===== config.mk =====
export PLATFORM = sky130hd
export DESIGN_NAME = fetch_queue
export DESIGN_NICKNAME = d
export VERILOG_FILES = /design/src/rtl/fetch_queue.sv
export SDC_FILE = /design/constraint.sdc
export NUM_CORES = 1
export LEC_CHECK = 0
export BUFFER_PORTS_ARGS = -buffer_cell sky130_fd_sc_hd__buf_2
export CORE_MARGIN = 4
export CORE_UTILIZATION = 60
export DETAILED_ROUTE_END_ITERATION = 16
export GPL_TIMING_DRIVEN = 0
export HOLD_SLACK_MARGIN = 0.12
export PLACE_DENSITY = 0.89
export SYNTH_ARGS = -nofsm -noshare
export SYNTH_HDL_FRONTEND = slang
export SYNTH_SLANG_ARGS = --single-unit

===== constraint.sdc =====
create_clock -name clk -period 7.7 [get_ports clk]
set_input_delay 1.54 -clock clk [delete_from_list [all_inputs] [get_ports clk]]
set_output_delay 1.54 -clock clk [all_outputs]
set_load 0.05 [all_outputs]

===== src/rtl/fetch_queue.sv =====
// fetch_queue: instruction prefetch queue between the PC and the IF/ID register.
// Issues in-order word fetches to an instruction memory with variable latency,
// pairs each returned word with its PC and hands pc/inst/pc+4 to decode over a
// valid/ready handshake. A redirect flushes the queue, restarts fetch at a new
// PC and discards every response still in flight.
//
// Optional feature macro: FETCH_QUEUE_BYPASS_EN
//   defined   - a live response that fills the head slot is presented on out_*
//               in the same cycle (combinational path mem_rsp_* -> out_*).
//   undefined - registered-only output.
//
// Ports:
//   clk                      clock, rising edge
//   rst_n                    synchronous reset, active high (rst_n=1 resets)
//   redirect, redirect_pc    flush and restart fetch at redirect_pc
//   mem_req_valid/ready/addr fetch request channel (word aligned address)
//   mem_rsp_valid/data       in-order response strobe, no backpressure
//   out_valid/ready          head entry handshake towards decode
//   out_pc/inst/pc_add4      head entry payload, 0 when out_valid=0
//   count                    slots allocated (requested or filled)

module fetch_queue #(
    parameter int          DEPTH    = 4,
    parameter logic [31:0] RESET_PC = 32'h0000_0000
) (
    input  logic                       clk,
    input  logic                       rst_n,
    input  logic                       redirect,
    input  logic [31:0]                redirect_pc,
    output logic                       mem_req_valid,
    input  logic                       mem_req_ready,
    output logic [31:0]                mem_req_addr,
    input  logic                       mem_rsp_valid,
    input  logic [31:0]                mem_rsp_data,
    output logic                       out_valid,
    input  logic                       out_ready,
    output logic [31:0]                out_pc,
    output logic [31:0]                out_inst,
    output logic [31:0]                out_pc_add4,
    output logic [$clog2(DEPTH+1)-1:0] count
);

    localparam int AW = $clog2(DEPTH);
    localparam int CW = $clog2(DEPTH + 1);
    // Stale responses from before a redirect are still outstanding while new
    // slots are requested, so the in-flight tally can exceed DEPTH.
    localparam int IW = CW + 4;
    localparam logic [CW-1:0] FULL = CW'(DEPTH);

    logic [31:0]      r_pc   [DEPTH];
    logic [31:0]      r_inst [DEPTH];
    logic [DEPTH-1:0] r_fill;
    logic [AW-1:0]    r_wr_ptr;
    logic [AW-1:0]    r_fill_ptr;
    logic [AW-1:0]    r_rd_ptr;
    logic [CW-1:0]    r_count;
    logic [31:0]      r_fetch_pc;
    logic [IW-1:0]    r_inflight;
    logic [IW-1:0]    r_drop;

    logic w_rsp;
    logic w_rsp_live;
    logic w_req_valid;
    logic w_fire;
    logic w_bypass;
    logic w_out_valid;
    logic w_pop;
    logic w_fill_store;

    // A response with nothing in flight is a protocol violation and is ignored.
    assign w_rsp       = mem_rsp_valid & (r_inflight != '0);
    assign w_rsp_live  = w_rsp & (r_drop == '0) & ~redirect;
    assign w_req_valid = ~rst_n & ~redirect & (r_count < FULL);
    assign w_fire      = w_req_valid & mem_req_ready;

`ifdef FETCH_QUEUE_BYPASS_EN
    // Head is reserved but still waiting, and this response is the one it waits for.
    assign w_bypass = w_rsp_live & (r_fill_ptr == r_rd_ptr) & ~r_fill[r_rd_ptr] & (r_count != '0);
`else
    assign w_bypass = 1'b0;
`endif

    assign w_out_valid  = r_fill[r_rd_ptr] | w_bypass;
    assign w_pop        = w_out_valid & out_ready & ~redirect;
    // A bypassed word consumed in the same cycle never needs to be stored.
    assign w_fill_store = w_rsp_live & ~(w_bypass & out_ready);

    always_ff @(posedge clk) begin
        if (rst_n) begin
            r_fill     <= '0;
            r_wr_ptr   <= '0;
            r_fill_ptr <= '0;
            r_rd_ptr   <= '0;
            r_count    <= '0;
            r_fetch_pc <= RESET_PC;
            r_inflight <= '0;
            r_drop     <= '0;
        end else if (redirect) begin
            r_fill     <= '0;
            r_wr_ptr   <= '0;
            r_fill_ptr <= '0;
            r_rd_ptr   <= '0;
            r_count    <= '0;
            r_fetch_pc <= redirect_pc;
            // Everything still outstanding after this cycle's response is stale.
            r_inflight <= r_inflight - IW'(w_rsp);
            r_drop     <= r_inflight - IW'(w_rsp);
        end else begin
            if (w_pop) begin
                r_fill[r_rd_ptr] <= 1'b0;
                r_rd_ptr         <= r_rd_ptr + AW'(1);
            end
            if (w_rsp) begin
                if (r_drop != '0) begin
                    r_drop <= r_drop - IW'(1);
                end else begin
                    if (w_fill_store) begin
                        r_inst[r_fill_ptr] <= mem_rsp_data;
                        r_fill[r_fill_ptr] <= 1'b1;
                    end
                    r_fill_ptr <= r_fill_ptr + AW'(1);
                end
            end
            if (w_fire) begin
                r_pc[r_wr_ptr]   <= {r_fetch_pc[31:2], 2'b00};
                r_fill[r_wr_ptr] <= 1'b0;
                r_wr_ptr         <= r_wr_ptr + AW'(1);
                r_fetch_pc       <= r_fetch_pc + 32'd4;
            end
            r_count    <= r_count + CW'(w_fire) - CW'(w_pop);
            r_inflight <= r_inflight + IW'(w_fire) - IW'(w_rsp);
        end
    end

    assign mem_req_valid = w_req_valid;
    assign mem_req_addr  = {r_fetch_pc[31:2], 2'b00};
    assign out_valid     = w_out_valid;
    assign out_pc        = w_out_valid ? r_pc[r_rd_ptr] : 32'd0;
    assign out_pc_add4   = w_out_valid ? (r_pc[r_rd_ptr] + 32'd4) : 32'd0;
    assign out_inst      = !w_out_valid ? 32'd0 : (w_bypass ? mem_rsp_data : r_inst[r_rd_ptr]);
    assign count         = r_count;

endmodule


Word level (Yosys, flattened, before mapping)
Memories as Yosys holds them, arrays and structs flattened. A register that Yosys moved wholly into a read port is not among the register bits.
Cells that the tools add are included.
W data, S select, Z words.
{"block": "classes", "mux": 40, "reduce_logical": 12, "bitwise_logic": 16, "add_sub_neg": 11, "n_lt_le_gt_ge": 7}
{"operator": "$mux W32", "n": 5}
{"operator": "$add A32 B3 Y32 const B", "n": 2}
{"operator": "$mux W4", "n": 9}
{"operator": "$mux W7", "n": 4}
{"operator": "$mux W1", "n": 14}
{"operator": "$reduce_bool A7 Y1", "n": 2}
{"operator": "$sub A7 B1 Y7", "n": 2}
{"operator": "$lt A2 B3 Y1 const B", "n": 3}
{"operator": "$and A1 B1 Y1", "n": 8}
{"operator": "$and A4 B4 Y4", "n": 2}
{"operator": "$mux W2", "n": 4}
{"operator": "$not A4 Y4", "n": 2}
{"operator": "$add A7 B1 Y7", "n": 1}
{"operator": "$logic_not A7 Y1", "n": 1}
{"operator": "$sub A7 B1 Y7 const B", "n": 1}
{"operator": "$add A2 B1 Y2 const B", "n": 3}
{"operator": "$demux W1 S2", "n": 3}
{"operator": "$ge A2 B1 Y1 const B", "n": 3}
{"operator": "$reduce_bool A2 Y1", "n": 3}
{"operator": "$or A4 B4 Y4", "n": 1}
{"operator": "$reduce_and A2 Y1", "n": 2}
{"operator": "$add A3 B1 Y3", "n": 1}
{"operator": "$logic_and A1 B1 Y1", "n": 3}
{"operator": "$lt A3 B3 Y1 const B", "n": 1}
{"operator": "other kinds (4)", "n": 6}
{"block": "word_totals", "in_bits": 70, "reg_bits": 59, "output_inout_bits": 133, "wordCells": 96, "memories": 2, "mem_bits_rw": 248}
{"memory": "r_inst", "depth": 4, "word_bits": 32, "read_ports": 1, "rd_clocked_by_memory_dff": 1, "wr": 1, "line": "51", "rtl": "logic [31:0] r_inst [DEPTH];"}
{"memory": "r_pc", "depth": 4, "word_bits": 30, "read_ports": 1, "rd_clocked_by_memory_dff": 1, "wr": 1, "line": "50", "rtl": "logic [31:0] r_pc [DEPTH];"}

Longest topological paths before layout
Gate-level depths: netlist (run 1).
{"block": "logic_depth", "word_depth": 17, "ltp_mapped": 16, "depth_no_buf": 15}

Worst setup path before layout (run 1)
OpenSTA, ideal clock, no wires.
{"block": "synth_path", "kind": "input to register", "start": "input port rst_n", "end": "register r_inflight[6]", "slack_ns": 2.287, "setup_time_ns": 0.070, "stages": 16, "t_required_ns": 7.630, "arrival_time_ns": 5.342, "n_path_buf": 3, "path_cell_list": "clkbuf_1 > nor3_2 > and2_1 > clkbuf_1 > inv_2 > clkbuf_1 > ha_1 > inv_1 > ha_1 > fa_1 > nor2b_1 > o21a_1 > o31ai_1 > mux2_2 > or3_1 > a21oi_1"}
{"block": "synth_between", "elab_chain_cells": 7}
{"element": "from (decl)", "line": "27", "rtl": "input logic rst_n,"}
{"element": "$not A1 Y1", "line": "73", "rtl": "assign w_req_valid = ~rst_n & ~redirect & (r_count < FULL);"}
{"element": "$and A1 B1 Y1 (2 in a row)", "line": "73"}
{"element": "named net mem_req_valid", "line": "30", "rtl": "output logic mem_req_valid,"}
{"element": "$and A1 B1 Y1", "line": "74", "rtl": "assign w_fire = w_req_valid & mem_req_ready;"}
{"element": "$add A7 B1 Y7", "line": "131", "rtl": "r_inflight <= r_inflight + IW'(w_fire) - IW'(w_rsp);"}
{"element": "$sub A7 B1 Y7", "line": "131"}
{"element": "$mux W7", "line": "98", "rtl": "end else if (redirect) begin"}
{"element": "to (signal assigned)", "line": "106", "rtl": "r_inflight <= r_inflight - IW'(w_rsp);"}
{"element": "to (signal assigned)", "line": "131"}
{"element": "to (decl)", "line": "58", "rtl": "logic [IW-1:0] r_inflight;"}
The timed path passes the listed nets, and every way through them passes these cells.
A chain may end at the register's enable or synchronous reset.

Final worst setup path (run 1)
{"block": "layout_path", "start": "input port rst_n", "end": "register r_inflight[6]"}
{"block": "layout_between", "elab_chain_cells": 7}
{"element": "$not A1 Y1", "line": "73"}
{"element": "$and A1 B1 Y1 (2 in a row)", "line": "73"}
{"element": "$and A1 B1 Y1", "line": "74"}
{"element": "$add A7 B1 Y7", "line": "131"}
{"element": "$sub A7 B1 Y7", "line": "131"}
{"element": "$mux W7", "line": "98"}
Several ways; a longest one is shown, not always the timed one.

==> impl_results.md, run 1 <==
- Final Max Slew Viols: 0
- Post-layout minimum cycle time: roughly 5000 ps
- Worst path buffer plus inverter count: 5
- Setup_tns: 0 ps
- Placed Instances: 1,462
- Synth-to-Final Area Change: 16.9%
- Mapped Cells: about 980
- Cells along the critical path: clkbuf_1 > nor3_2 > and2_1 > clkbuf_1 > inv_2 > clkbuf_1 > ha_1 > inv_1 > ha_1 > fa_1 > nor2b_1 > o21a_1 > o31ai_1 > mux2_2 > or3_1 > a21oi_1
- Core box area: 22,700 um2
- Hpwl dp: between 20 and 25 mm
- Worst setup EP type: flop
- Worst-Skew Late Latency: ~540 ps
- P per Cell Area: 242 nW/um2
- Hold-fix buffers at CTS: 0
- Top FF cell, synth: edfxtp_1
- Slew @ Worst Pin: around 900 ps
- Register bit total from synthesis: between 300 and 400
- EDFF count, synth: about 250
- Fin area: 16,200 um2
- Startpoint types: input port
- Largest stage delay on the critical path: around 400 ps
- DR WL/cell: 23.2 um
- Starting DRC count in detailed routing: around 1,000
- Share of layout cells above drive strength 1: between 20% and 30%
- Post-cts resize count: 0
- Worst slew margin: 40.3%
- Worst hold path type: reg -> reg
- Vias in the first global route: about 9,400
- Synth unique cells: 66
- Outcome: complete, no violations
- VDD IR-drop max: 0.184 mV
- Synth async-reset ratio: 0%
- RSZ-0062 raised after global routing: false
- CTS Sinks: 307
- CTS tree: built
- CP top delay family: simple AND/OR/NAND/NOR gates
- IO Port Bufs: between 150 and 200
- Vias/cell: around 6.3
- Critical-path top delay cell: ha_1
- Worst EP required: approximately 8200 ps
- Reg clk slew, reported paths: approximately 60 ps
- Bufs on Longest Clock Path: 3
- Avg Inst Size Synth: 14.2 um2
- Residual DRC: 0
- Crit path kind: in -> reg
- Synthesis Warnings: 0
- First-pass GRT wire length: around 54 mm
- Setup bufs post-CTS: 0
- Max-cap violations: 0
- Largest net degree at the start of global routing: 33
- Fmax: about 190 MHz
- Drt first pass iters: 6
- DIE AREA: between 20,000 and 30,000 um2
- Height of the die: roughly 160 um
- Final cell count without fillers: 1,518
- Gp weighted congestion: approximately 0.94
- Placed Area: between 15,000 and 20,000 um2
- Root Buffer: clkbuf_16
- Final wirelength: 35.2 mm
- Final Cycle Share: between 60% and 70%
- Netlist Area Pre-Place: roughly 14,000 um2
- Remaining global-route overflow: 0
- Initial core utilization: about three fifths
- Total Nets Final: ~1,300
- Total CTS buffers: 30
- Clk_skew: ~14 ps
- Row Count: 55
- Antenna Nets Post-Route: 0
- GRT Resource Usage Total: a little over a quarter
- Fin. Hold Viols: 0
- Core Util, Final: a little under three quarters
- # IOs: between 200 and 250
- DIE WIDTH: 160 um
- Worst hold margin: slightly above 500 ps
- Final setup margin: ~2500 ps
- Most used cell, CP: clkbuf_1
- Vias: 9,493
- Setup violators final: 0
- H-tree depth: 1
- Final Total Pwr: 3.92 mW
- Register area share after synthesis: roughly 62%
- Worst EP arrival: between 5000 and 6000 ps
- Dpl ws: 2130 ps
- Top fanout value on the critical path: 11
- Initial antenna violation count: 3
- Lkg Pwr: 6.03 nW
layer usage:
| metal | track usage (%) | vias up | wire (um) |
|---|---|---|---|
| met5 | 0 | - | 0 |
| met4 | 8.84 | 0 | 1050 |
| met3 | 5.60 | 95 | 3640 |
| met2 | 44.5 | 596 | 17400 |
| met1 | 36.4 | 4652 | 13100 |
| li1 | - | 4150 | - |
area by class of cell:
class / instances / area (um2)
clock inverter: 11 / 110
clock buffer: 42 / 877
fill: 1389 / 6500
timing repair buffer: 193 / 966
antenna: 3 / 7.51
multi-input combinational: 592 / 4850
sequential: 307 / 8630
buffer: 54 / 300
tap: 285 / 357
inverter: 31 / 116
power by group:
part           leakage, nW  switching (mW)  total, mW  internal, mW
Combinational         2.82           0.343      0.557         0.214
Sequential            2.73          0.0591       1.91          1.85
Clock                0.479           0.599       1.45         0.856
Total                 6.03            1.00       3.92          2.92
registers in the layout (all words and copies together) (netlist names), named ones only:
register	count
r_fill	4
r_fetch_pc	30
r_inflight	7
count	3
r_wr_ptr	2
r_pc	120
r_inst	128
r_drop	7
r_rd_ptr	2
r_fill_ptr	2
kinds of logic (layout without fill, tap and decap cells):
group                    after synthesis  count (layout)  share of synthesized area, %
AO/OA/AOI/OAI                        117             117                          5.29
XOR/XNOR                              38              38                          2.40
adder cells (fa/ha/maj)               34              34                          3.18
buffers and inverters                 85             331                          3.00
flip-flops                           307             307                          62.2
multiplexers                          71              71                          11.2
other                                  1               9                        0.0270
AND/OR/NAND/NOR                      326             326                          12.7
cells in the mapped netlist (all sizes together) (21+ instances only):
cell	number	area [um2]
dfxtp	59	1180
clkbuf	32	120
edfxtp	248	7450
nand2	59	239
buf	21	171
nor2	84	330
mux4	62	1450
inv	31	116
xor2	22	193
and2	73	457
nand3	21	115
ha	32	400
o21ai	30	150
a21oi	34	170
cells in the final DEF, fill, tap and decap left out, types with 6 or more instances in the layout:
cell,n
edfxtp_1,248
buf_2,199
nor2_1,82
and2_1,68
dfxtp_1,59
nand2_1,56
mux4_2,47
clkbuf_1,37
a21oi_1,34
ha_1,32
clkbuf_16,31
inv_1,30
o21ai_0,29
xor2_1,22
nand3_1,19
nor3_1,17
xnor2_1,16
mux4_1,15
nand4_1,15
a31oi_1,14
or3_1,11
buf_4,8
and3_1,8
o21a_1,8
nor4_1,7
a221oi_1,7
nor2b_1,6
a22oi_1,6
conb_1,6
clkbuf_8,6
final timing paths:
path | end | cells after the start | slack (ps) | start
hold / removal | r_wr_ptr[1] | 2 | 520 | r_wr_ptr[1]
setup / recovery | r_inflight[6] | 16 | 2550 | rst_n
hold reg to reg | r_wr_ptr[1] | 2 | 520 | r_wr_ptr[1]
setup reg to reg | r_inflight[6] | 15 | 3410 | count[2]
worst reg2reg max path, stage by stage (launching register included):
cell and delay, ps:
dfxtp_1 340, nor3_2 410, and2_1 190, clkbuf_1 310, inv_2 150, clkbuf_1 350
ha_1 400, inv_1 40, ha_1 200, fa_1 380, nor2b_1 160, o21a_1 190
o31ai_1 260, mux2_2 380, or3_1 340, a21oi_1 140
(Power assumes the default switching activity.)
==> inputs of run 2 (changes only) <==
CORE_UTILIZATION = 57   (was 60)
PLACE_DENSITY = 0.86   (was 0.89)
clock period = 5 ns   (was 7.7 ns; I/O delays follow)
==> run 2 against run 1 <==
Final cell count rose by 2.2%. Non-clock buffer count stayed put. Global-route usage down 2.4 points. Core utilization decreased by 2.9 points. Sequential share of layout area unchanged. Cell area is the same. Routed wire length down 4.6%. Combinational power increased by 55%. Clock skew increased by 5.5 ps. Highest routed layer is now met5.
==> impl_results.md, run 2 (synthesized netlist as in run 1, its figures left out) <==
- Total Nets Final: 1,313 (unchanged)
- Initial core utilization: 58.5% (-2.5 points)
- Top fanout value on the critical path: 11 (unchanged)
- Worst hold path type: reg -> reg
- Height of the die: 164 um (+2.5%)
- Setup_tns: 0 ps (unchanged)
- DIE WIDTH: 164 um (+2.5%)
- Share of layout cells above drive strength 1: 26.6% (-0.29 points)
- Top reg by flops: r_inst
- Total length of routed met3 wires: 2.92 mm (-20%)
- Worst-Skew Late Latency: 540 ps (about the same)
- Final Total Pwr: 5.97 mW (+52%)
- Startpoint types: input port
- Setup violators final: 0 (unchanged)
- Max-cap violations: 0 (unchanged)
- Worst slew margin: 38.0% (-2.3 points)
- Post-layout minimum cycle time: about 4600 ps
- Row Count: 56 (+1.8%)
- Core Util, Final: 68.5% (-2.9 points)
- DR WL met2: 16.1 mm (-7.8%)
- Max layer used: met5
- Gp weighted congestion: 0.935 (-0.55%)
- Root Buffer: clkbuf_16
- Worst EP arrival: 5120 ps (-510 ps)
- Reg clk slew, reported paths: 60 ps (about the same)
- Commonest non-fill, non-tap cell in the layout: edfxtp_1
- Max reg flops: 128 (unchanged)
- First-pass GRT wire length: 51.1 mm (-5.5%)
- IO Port Bufs: 193 (unchanged)
- Lkg Pwr: 6.01 nW (-0.29%)
- Clk_skew: 20.0 ps (+5.47 ps)
- Worst EP required: 5470 ps (-2700 ps)
- DR WL/cell: 21.6 um (-6.6%)
- Total CTS buffers: 30 (unchanged)
- Vias/cell: 5.96 (-4.7%)
- Largest net degree at the start of global routing: 33 (unchanged)
- Fmax: about 220 MHz
- Placed Instances: 1,496 (+2.3%)
- CTS tree: built
- Top Registers: r_inst: 128 flops, r_pc: 120 flops, r_fetch_pc: 30 flops
- Commonest non-fill, non-tap cells in the layout: edfxtp_1 (248), buf_2 (199), nor2_1 (82), and2_1 (68), dfxtp_1 (59)
- Fin. Hold Viols: 0 (unchanged)
- Antenna Nets Post-Route: 0 (unchanged)
- Met1 wire length: 13.3 mm (+1.9%)
- Post-cts resize count: 0 (unchanged)
- Flop2flop setup slack: 670 ps (-2740 ps)
- Hold-fix buffers at CTS: 0 (unchanged)
- P per Cell Area: 368 nW/um2 (+52%)
- RSZ-0062 raised after global routing: false
- Final Max Slew Viols: 0 (unchanged)
- Final Cycle Share: between 90 and 100%
- Final wirelength: 33.6 mm (-4.6%)
- VDD IR-drop max: 0.312 mV (+70%)
- Dpl ws: -94.0 ps (-2220 ps)
- Hpwl dp: 22.6 mm (-1.6%)
- Outcome: complete, no violations
- Bufs on Longest Clock Path: 3 (unchanged)
- Crit path kind: in -> reg
- Slew @ Worst Pin: 930 ps (+34.1 ps)
- Remaining global-route overflow: 0 (unchanged)
- CTS Sinks: 307 (unchanged)
- Final cell count without fillers: 1,551 (+2.2%)
- Drt first pass iters: 8 (+2)
- Vias: 9,241 (-2.7%)
- Synth-to-Final Area Change: 16.9% (unchanged)
- Starting DRC count in detailed routing: 1,105 (+9.0%)
- # IOs: 203 (unchanged)
- N_diodes: 0 (-3)
- Vias in the first global route: 9,220 (-2.2%)
- H-tree depth: 1 (unchanged)
- Final setup margin: 350 ps (-2200 ps)
- Residual DRC: 0 (unchanged)
- Initial antenna violation count: 2 (-1)
- GRT Resource Usage Total: 24.6% (-2.4 points)
- DIE AREA: 26,900 um2 (+5.0%)
- Worst setup EP type: flop
- Core box area: 23,700 um2 (+4.3%)
- Setup bufs post-CTS: 0 (unchanged)
run 2: cell types whose count changed in the layout (fill, tap and decap cells not counted):
cell	before	now
clkinv_1	4	9
clkbuf_8	6	2
diode_2	3	0
clkinv_2	1	3
clkinvlp_2	0	1
clkinvlp_4	2	1
inv_4	1	0
run 2: path summary, 6_finish.rpt:
| kind | start | endpoint | depth (start not counted) |
|---|---|---|---|
| setup / recovery | rst_n | r_inflight[6] | 16 |
| hold / removal | r_wr_ptr[1] | r_wr_ptr[1] | 2 |
| setup reg to reg | count[2] | r_inflight[6] | 15 |
| hold reg to reg | r_wr_ptr[1] | r_wr_ptr[1] | 2 |
run 2: area by class of cell:
class / instances / area [um2]
Buffer: 54 / 300
Clock buffer: 38 / 822
Tap cell: 319 / 399
Sequential cell: 307 / 8630
Clock inverter: 17 / 130
Fill cell: 1631 / 7470
Inverter: 31 / 116
Timing Repair Buffer: 193 / 966
Multi-Input combinational cell: 592 / 4850
run 2: per-layer routing:
metal	GRT usage [%]	vias up
met2	39.9	498
met4	8.69	2
li1	-	4157
met3	3.79	92
met5	0	-
met1	34.2	4492
run 2: worst max-delay path, stage by stage:
cell and delay, ps:
clkbuf_1 200, nor3_2 320, and2_1 180, clkbuf_1 340, inv_2 180, clkbuf_1 360
ha_1 400, inv_1 40, ha_1 200, fa_1 380, nor2b_1 150, o21a_1 190
o31ai_1 290, mux2_2 390, or3_1 340, a21oi_1 150
run 2: per-stage QoR:
stage,area [um2],hold WS (ps)
final,16200,507
after global routing,16200,534
after CTS,16200,502
after detailed placement,15300,493
after global placement,15200,481
after floorplan,13900,469
run 2: report_power, final:
part / internal, mW / switching (mW) / total [mW]
clock network: 1.26 / 0.916 / 2.17
registers: 2.85 / 0.0862 / 2.93
logic: 0.330 / 0.533 / 0.863
